--- src/rtl/apb_master.sv ---
// APB requester: turns one command into a SETUP/ACCESS transfer and holds the
// response until it is consumed. Slow completers are aborted after TIMEOUT waits.
module apb_master #(
    parameter int ADDR_W  = 10,
    parameter int DATA_W  = 32,
    parameter int TIMEOUT = 16
) (
    input  logic              clk,
    input  logic              reset,
    input  logic              cmd_valid,
    output logic              cmd_ready,
    input  logic              cmd_write,
    input  logic [ADDR_W-1:0] cmd_addr,
    input  logic [DATA_W-1:0] cmd_wdata,
    output logic              rsp_valid,
    input  logic              rsp_ready,
    output logic [DATA_W-1:0] rsp_rdata,
    output logic              rsp_timeout,
    output logic              psel,
    output logic              penable,
    output logic [ADDR_W-1:0] paddr,
    output logic              pwrite,
    output logic [DATA_W-1:0] pwdata,
    input  logic              pready,
    input  logic [DATA_W-1:0] prdata,
    output logic [1:0]        dbg_state
);

    // Handshakes: a command transfers on an edge with cmd_valid && cmd_ready, a
    // response on an edge with rsp_valid && rsp_ready; valid never waits on ready.
    typedef enum logic [1:0] {IDLE, SETUP, ACCESS, RESP} state_t;

    localparam int              CW        = $clog2(TIMEOUT + 1);
    localparam logic [CW-1:0]   LAST_WAIT = CW'(TIMEOUT - 1);

    state_t        state;
    logic [CW-1:0] wait_cnt;

    assign cmd_ready = (state == IDLE) && !reset;
    assign dbg_state = state;

    always_ff @(posedge clk or posedge reset) begin
        if (reset) begin
            state       <= IDLE;
            psel        <= 1'b0;
            penable     <= 1'b0;
            paddr       <= '0;
            pwrite      <= 1'b0;
            pwdata      <= '0;
            rsp_valid   <= 1'b0;
            rsp_rdata   <= '0;
            rsp_timeout <= 1'b0;
            wait_cnt    <= '0;
        end else begin
            case (state)
                IDLE: begin
                    if (cmd_valid) begin
                        paddr    <= cmd_addr;
                        pwrite   <= cmd_write;
                        pwdata   <= cmd_wdata;
                        wait_cnt <= '0;
                        psel     <= 1'b1;
                        penable  <= 1'b0;
                        state    <= SETUP;
                    end
                end
                SETUP: begin
                    penable <= 1'b1;
                    state   <= ACCESS;
                end
                ACCESS: begin
                    // pready wins over the timeout on the last permitted edge
                    if (pready) begin
                        rsp_rdata   <= pwrite ? '0 : prdata;
                        rsp_timeout <= 1'b0;
                        rsp_valid   <= 1'b1;
                        psel        <= 1'b0;
                        penable     <= 1'b0;
                        state       <= RESP;
                    end else if (wait_cnt == LAST_WAIT) begin
                        rsp_rdata   <= '0;
                        rsp_timeout <= 1'b1;
                        rsp_valid   <= 1'b1;
                        psel        <= 1'b0;
                        penable     <= 1'b0;
                        state       <= RESP;
                    end else begin
                        wait_cnt <= wait_cnt + 1'b1;
                    end
                end
                RESP: begin
                    if (rsp_ready) begin
                        rsp_valid <= 1'b0;
                        state     <= IDLE;
                    end
                end
                default: state <= IDLE;
            endcase
        end
    end

endmodule
--- config.mk ---
export PLATFORM = sky130hd
export DESIGN_NAME = apb_master
export DESIGN_NICKNAME = d
export VERILOG_FILES = /design/src/rtl/apb_master.sv
export SDC_FILE = /design/constraint.sdc
export NUM_CORES = 1
export LEC_CHECK = 0
export ABC_CLOCK_PERIOD_IN_PS = 5800
export BUFFER_PORTS_ARGS = -buffer_cell sky130_fd_sc_hd__buf_2
export CELL_PAD_IN_SITES_DETAIL_PLACEMENT = 0
export CELL_PAD_IN_SITES_GLOBAL_PLACEMENT = 1
export CORE_ASPECT_RATIO = 0.7
export CORE_MARGIN = 2
export CORE_UTILIZATION = 38
export CTS_CLUSTER_SIZE = 25
export DETAILED_ROUTE_END_ITERATION = 10
export PLACE_DENSITY_LB_ADDON = 0.1
export SYNTH_ARGS = -nofsm -noshare
export SYNTH_HDL_FRONTEND = slang
export SYNTH_SLANG_ARGS = --single-unit
--- constraint.sdc ---
create_clock -name clk -period 5.8 [get_ports clk]
set_clock_uncertainty 0.1 [all_clocks]
set_input_delay 1.16 -clock clk [delete_from_list [all_inputs] [get_ports clk]]
set_output_delay 1.16 -clock clk [all_outputs]
set_load 0.005 [all_outputs]
After elaboration in Yosys (flattened, before gate mapping) --
Index checks and enable logic that the tools add are counted.
Word-level totals: word-level logic and storage cells 57, bits in registers 86
Operators by class: equal/unequal tests 9, reductions and logical operators 14, multiplexer cells 23, add/sub/neg operators 1
Operators by type and width (number):
- $mux 32 | 3
- $mux 5 | 3
- $reduce_and 3->1 | 4
- $pmux 5 s2 | 1
- $mux 1 | 8
- $mux 2 | 4
- $ne 2x2->1 const B | 4
- $pmux 2 s4 | 1
- $reduce_bool 2->1 | 3
- $add 5x1->5 const B | 1
- $eq 5x4->1 const B | 1
- $eq 2x2->1 const B | 2
- $pmux 1 s2 | 2
- $reduce_and 2->1 | 2
- $reduce_and 4->1 | 1
- $ne 3x3->1 const B | 1
- $pmux 1 s3 | 1
- $reduce_bool 3->1 | 1
- $eq 2x1->1 const B | 1
- $logic_not 2->1 | 1
- $logic_and 1x1->1 | 1
- $logic_not 1->1 | 1

Depth between registers and ports, before layout --
Gate-level depths: netlist of the first run.
word-level depth 4, gate-level depth with buffers 7

Worst setup path before layout of the first run --
Ideal clock, no wire load.
path type input-to-output, start in reset, end out cmd_ready, setup slack 3.265 ns, stages on the path 1, arrival 1.275 ns, buffers on the path 0, data required time 4.540 ns, cell sequence nor2b_1
On the way: word-level cells in the longest chain between the ends 2
Ends and longest elaborated chain:
- start, declared | RTL line 9 | input logic reset,
- $logic_not 1->1 (no line)
- $logic_and 1x1->1 | RTL line 39 | assign cmd_ready = (state == IDLE) && !reset;
- end, declared | RTL line 11 | output logic cmd_ready,
Every way passes these cells.

Final worst setup path of the first run --
start reg state[0] (netlist: dbg_state[0]), end out cmd_ready
On the way: word-level cells in the longest chain between the ends 2
Ends and longest elaborated chain:
- start, declared | RTL line 36 | state_t state;
- start signal, assigned | RTL line 44 | state <= IDLE;
- start signal, assigned | RTL line 64 | state <= SETUP;
- start signal, assigned | RTL line 69 | state <= ACCESS;
- $logic_not 2->1 | RTL line 39
- $logic_and 1x1->1 | RTL line 39
Every way passes these cells.

==> impl_metrics.ini, run 1 <==
[outcome]
outcome = completed

[cts]
cts_tree = built
clockBufferDepth = 2
cts_resized = 0
worst_skew_pair.late_latency_ns = 0.33
cts_inserted_buffers = 9
clk_pin_slew_ns = 0.06
clockRootBuffer = clkbuf_16
clock_sinks = 86
htree_levels = 3
cts.hold.buffers_added = 0
cts_setup_buffers = 0

[drt]
num_vias = 2478
drc = 0
first_pass_iters = 4
drt-initial-drc-count = 154
wl_per_cell_um = 14.81
wirelength_um = 7731
via_per_inst = 4.747
antenna_left = 0

[critical_path]
endpoint_kind = output pin
cp-start-kind = flip-flop
crit_chain = inv_1 > ha_1 > nor2b_1 > buf_2
cp_top_family = flip-flops
cp.required_ns = 4.54
crit_type = reg2out
max_stage_delay_ns = 0.43
cp_max_fo = 7
arrival_ns = 1.52
critical_path_buf_inv_count = 2
slowest_stage = dfrtp_1

[timing]
fmax_mhz = 359.1
worst_pin_slew_ns = 1.030
tns_ns = 0
setup_violations = 0
fin_hold_ws_ns = 0.3978
hold_viol_final = 0
rsz0062_at_grt = no
relSlewSlack_pct = 31.10
finalCritPeriodShare_pct = 48.01
slew_violations = 0
finalCriticalPeriod_ns = 2.784

[cells_and_area]
regArea_um2 = 2152
fillers = 764
multi_input_area_um2 = 1146
drive_gt1_share_pct = 57.71
diodes = 0
area_growth_pct = 36.98
fin_nets = 484

[min_path]
hp-class = reg2reg

[global_route]
antenna_found_initial = 0
grtUsageTotal_pct = 15.81
grt_overflow = 0
grt_pass1_wl_um = 11870
grt_pass1_vias = 2382
grt_max_degree = 61

[floorplanning]
die_h_um = 83.22
die_area_um2 = 9751
coreArea_um2 = 8583
initial_core_util_pct = 39.69
io_pins = 162
fp-row-count = 28
die_w_um = 117.2

[synthesis]
synth.ff_latch_count = 86
synth_edf_count = 0
ys_types = 30
syn_area_per_cell_um2 = 14.56
netlist_area_um2 = 3407
yosys_warnings = 0
synthArstFlopShare_pct = 100.0
synthCells = 234
ys.flop_type = dfrtp_1
synth_nets = 321
ys_seq_area_share_pct = 63.17

[placement]
io_buffer_count = 161
dp_hpwl_um = 5385
routabilityCongestion = 0.7135

[pwr]
power_density_nw_per_um2 = 561.3
power.leakage_nw = 2.415
ir_drop_mv = 0.3010

[run]
drv_cap = 0
[report_power, final]
part / leakage (nW) / total, W / switching (W) / internal, W
Clock: 0.177 / 0.000690 / 0.000226 / 0.000464
Sequential: 1.07 / 0.00103 / 0.000147 / 0.000885
Combinational: 1.17 / 0.000897 / 0.000390 / 0.000507
[synthesized netlist by cell type, types with 2 or more instances]
cell type	number	area (µm²)
buf_6	2	22.52
clkbuf_8	2	27.53
nor2_1	3	11.26
a31oi_1	2	12.51
mux2i_1	2	20.02
a21oi_1	3	15.01
mux2_2	44	495.5
ha_1	7	87.58
buf_2	7	35.03
o21ai_0	8	40.04
nand2_1	8	30.03
inv_1	7	26.28
nand3_1	4	20.02
dfrtp_1	86	2152
a22o_1	34	297.8
[layout make-up]
class                           instances  area share, %
Tap cell                              120          3.217
Clock inverter                          6          2.869
Multi-Input combinational cell        129          24.56
Clock buffer                           10          4.906
Timing Repair Buffer                  164          17.75
Inverter                                7         0.5898
Sequential cell                        86          46.11
[layout by cell type (no fill, tap or decap), types with 2 or more instances in the layout]
cell type,synthesis,routed
a21oi_1,3,3
a22o_1,34,34
a31oi_1,2,2
buf_2,7,161
buf_4,0,3
bufinv_16,0,4
clkbuf_16,0,9
clkinv_2,0,2
dfrtp_1,86,86
ha_1,7,7
inv_1,7,6
mux2_2,44,44
mux2i_1,2,2
nand2_1,8,8
nand3_1,4,4
nor2_1,3,2
nor2_2,1,2
o21ai_0,8,8
[per-stage QoR]
stage	cell area, µm²	utilization, %	std cells	setup slack (ns)	total power (W)
5_1_grt	4667	54.37	522	2.932	0.002809
4_1_cts	4667	54.37	522	2.980	0.002659
3_3_place_gp	4304	50.15	506	3.060	0.001931
6_report	4667	54.37	522	3.016	0.002620
2_1_floorplan	3407	-	234	2.318	0.001555
3_5_place_dp	4304	50.15	506	3.063	0.001951
[metal layers]
layer	up-vias	share of wire, %	global-route usage (%)
li1	1173	-	-
met1	1189	45	20.37
met5	-	0	0
met2	109	43	23.20
met3	7	11	7.956
met4	0	0.92	4.920
[registers in the layout, summed over array words and instances (netlist names)]
name / count
rsp_rdata: 32
rsp_valid: 1
rsp_timeout: 1
paddr: 10
wait_cnt: 5
pwdata: 32
dbg_state: 2
pwrite: 1
penable: 1
psel: 1
[final timing paths]
check                         startpoint       endpoint  slack (ns)  cells past startpoint
setup / recovery            dbg_state[0]      cmd_ready        3.02                      4
setup reg to reg            dbg_state[0]      pwdata[7]        3.46                      4
hold / removal             rsp_rdata[13]  rsp_rdata[13]        0.40                      1
min in group asynchronous          reset    wait_cnt[4]        0.74                      2
max in group asynchronous          reset  rsp_rdata[24]        3.76                      3
hold reg to reg            rsp_rdata[13]  rsp_rdata[13]        0.40                      1
[logic make-up (layout without fill, tap and decap cells)]
| kind of cell | after synthesis | count (layout) | synth area share, % |
|---|---|---|---|
| buffers and inverters | 19 | 187 | 3.379 |
| multiplexers | 47 | 47 | 15.57 |
| AND/OR/NAND/NOR | 23 | 23 | 3.489 |
| adder cells (fa/ha/maj) | 7 | 7 | 2.571 |
| flip-flops | 86 | 86 | 63.17 |
| AO/OA/AOI/OAI | 52 | 52 | 11.83 |
Note: power is estimated with default switching activity, not from simulation.
==> run 2, diff against run 1 <==
- ABC_CLOCK_PERIOD_IN_PS: 5800 -> 2600
- CORE_UTILIZATION: 38 -> 36
- clock period: 5.8 -> 2.6 ns (I/O delays scaled with it)
==> run 2 against run 1 <==
Against the previous run:
- hold slack worse by 0.33 ns
- largest power group unchanged
- via count grew 1.1%
- first-iteration DRC count is 3.2% higher
- core utilization down 3.1 points
==> impl_metrics.ini, run 2 (same netlist as run 1, synthesis figures left out) <==
[cells_and_area]
drive_gt1_share_pct = 58.02
final_common_cell = buf_2
regArea_um2 = 2152
design_area_um2 = 4684
multi_input_area_um2 = 1146
fillers = 861
mostFrequentLayoutCells = buf_2 (161), dfrtp_1 (86), mux2_2 (44)
largestRegisters = pwdata x32, rsp_rdata x32, paddr x10
fin_util_pct = 51.23
fin_nets = 487
area_growth_pct = 37.50
diodes = 0

[pwr]
p_int_w = 0.003994
power_density_nw_per_um2 = 1219
seqPwrFrac_pct = 40.4
switching_share_pct = 30.04
combPwrFrac_pct = 35.6
p_clk_share_pct = 24.0
net-switching-power_w = 0.001715
ir_drop_mv = 0.5715
power.total_w = 0.005709
power.leakage_nw = 2.419

[timing]
worst_pin_slew_ns = 0.6171
relSlewSlack_pct = 58.86
slew_violations = 0
setup_violations = 0
finalCriticalPeriod_ns = 2.113
finalCritPeriodShare_pct = 81.26
tns_ns = 0
rsz0062_at_grt = no
fmax_mhz = 473.3
hold_viol_final = 0

[drt]
first_pass_iters = 7
wl_met2_um = 3312
via_per_inst = 4.735
wl_per_cell_um = 15.10
drc = 0
num_vias = 2505
m1WireLength_um = 3792
highest_layer = met4
drt-initial-drc-count = 159
wirelength_um = 7989
wl_met3_um = 817
antenna_left = 0

[cts]
cts_inserted_buffers = 9
clock_sinks = 86
cts.hold.buffers_added = 0
cts_setup_buffers = 0
clk_pin_slew_ns = 0.06
htree_levels = 3
clockRootBuffer = clkbuf_16
worst_skew_pair.late_latency_ns = 0.33
cts_resized = 0
clockBufferDepth = 2
cts_tree = built

[global_route]
antenna_found_initial = 0
grt_overflow = 0
grtUsageTotal_pct = 15.71
grt_pass1_vias = 2448
grt_max_degree = 73
grt_pass1_wl_um = 12520

[floorplanning]
io_pins = 162
coreArea_um2 = 9144
fp-row-count = 29
die_area_um2 = 10270
initial_core_util_pct = 37.26
die_h_um = 85.40
die_w_um = 120.3

[outcome]
outcome = completed

[critical_path]
arrival_ns = 1.49
r2r-start = dbg_state[0]
endpoint_kind = output pin
r2r_end = rsp_rdata[7]
cp.required_ns = 1.98
max_stage_delay_ns = 0.42
regToRegSetupSlack_ns = 0.55
slowest_stage = dfrtp_1
cp_max_fo = 7
r2r_cells = 6
cp-start-kind = flip-flop
crit_chain = inv_1 > ha_1 > nor2b_1 > buf_2
crit_type = reg2out

[placement]
routabilityCongestion = 0.7148
place_area_um2 = 4359
dp_hpwl_um = 5640
io_buffer_count = 161

[min_path]
hp-class = in2async

[run]
drv_cap = 0
[run 2: cell type report]
class                      instances  area share, %
sequential                        86          45.94
multi-input combinational        129          24.47
timing repair buffer             167          18.70
clock buffer                      11          5.182
tap                              124          3.312
clock inverter                     5          1.763
inverter                           7         0.6410
[run 2: stage by stage]
step	setup WS, ns	instances	hold slack, ns
final	0.4872	529	0.06965
after global routing	0.3990	529	0.07804
after CTS	0.4584	529	0.07083
after detailed placement	0.5451	513	0.3854
after global placement	0.6016	513	0.3822
after floorplan	0.6357	234	0.3909
[run 2: power groups by stage]
stage | Combinational [W] | Clock [W] | Sequential, W
2_1_floorplan | 0.00110 | 0 | 0.00237
3_3_place_gp | 0.00204 | 0 | 0.00230
3_5_place_dp | 0.00206 | 0 | 0.00233
4_1_cts | 0.00207 | 0.00142 | 0.00231
5_1_grt | 0.00224 | 0.00147 | 0.00240
6_report | 0.00203 | 0.00137 | 0.00231
[run 2: worst max-delay path, delay by kind of cell, from the launching register on]
kind / cells / cell delay, ns
buf+inv: 2 / 0.24
flops: 1 / 0.42
fa+ha+maj: 1 / 0.34
simple gates: 1 / 0.17
[run 2: worst max path at each step]
stage,startpoint,endpoint,slack (ns),depth (start not counted)
after floorplan,wait_cnt[0],dbg_state[1],0.64,7
after global routing,dbg_state[1],cmd_ready,0.40,4
after detailed placement,dbg_state[0],rsp_rdata[28],0.55,6
after CTS,dbg_state[0],cmd_ready,0.46,4
after global placement,wait_cnt[0],dbg_state[1],0.60,7
final,dbg_state[0],cmd_ready,0.49,4
[run 2: metal layers]
layer / vias up / GRT usage, %
met5: - / 0
met4: 0 / 5.391
met3: 7 / 6.989
met2: 116 / 21.95
met1: 1199 / 21.73
li1: 1183 / -
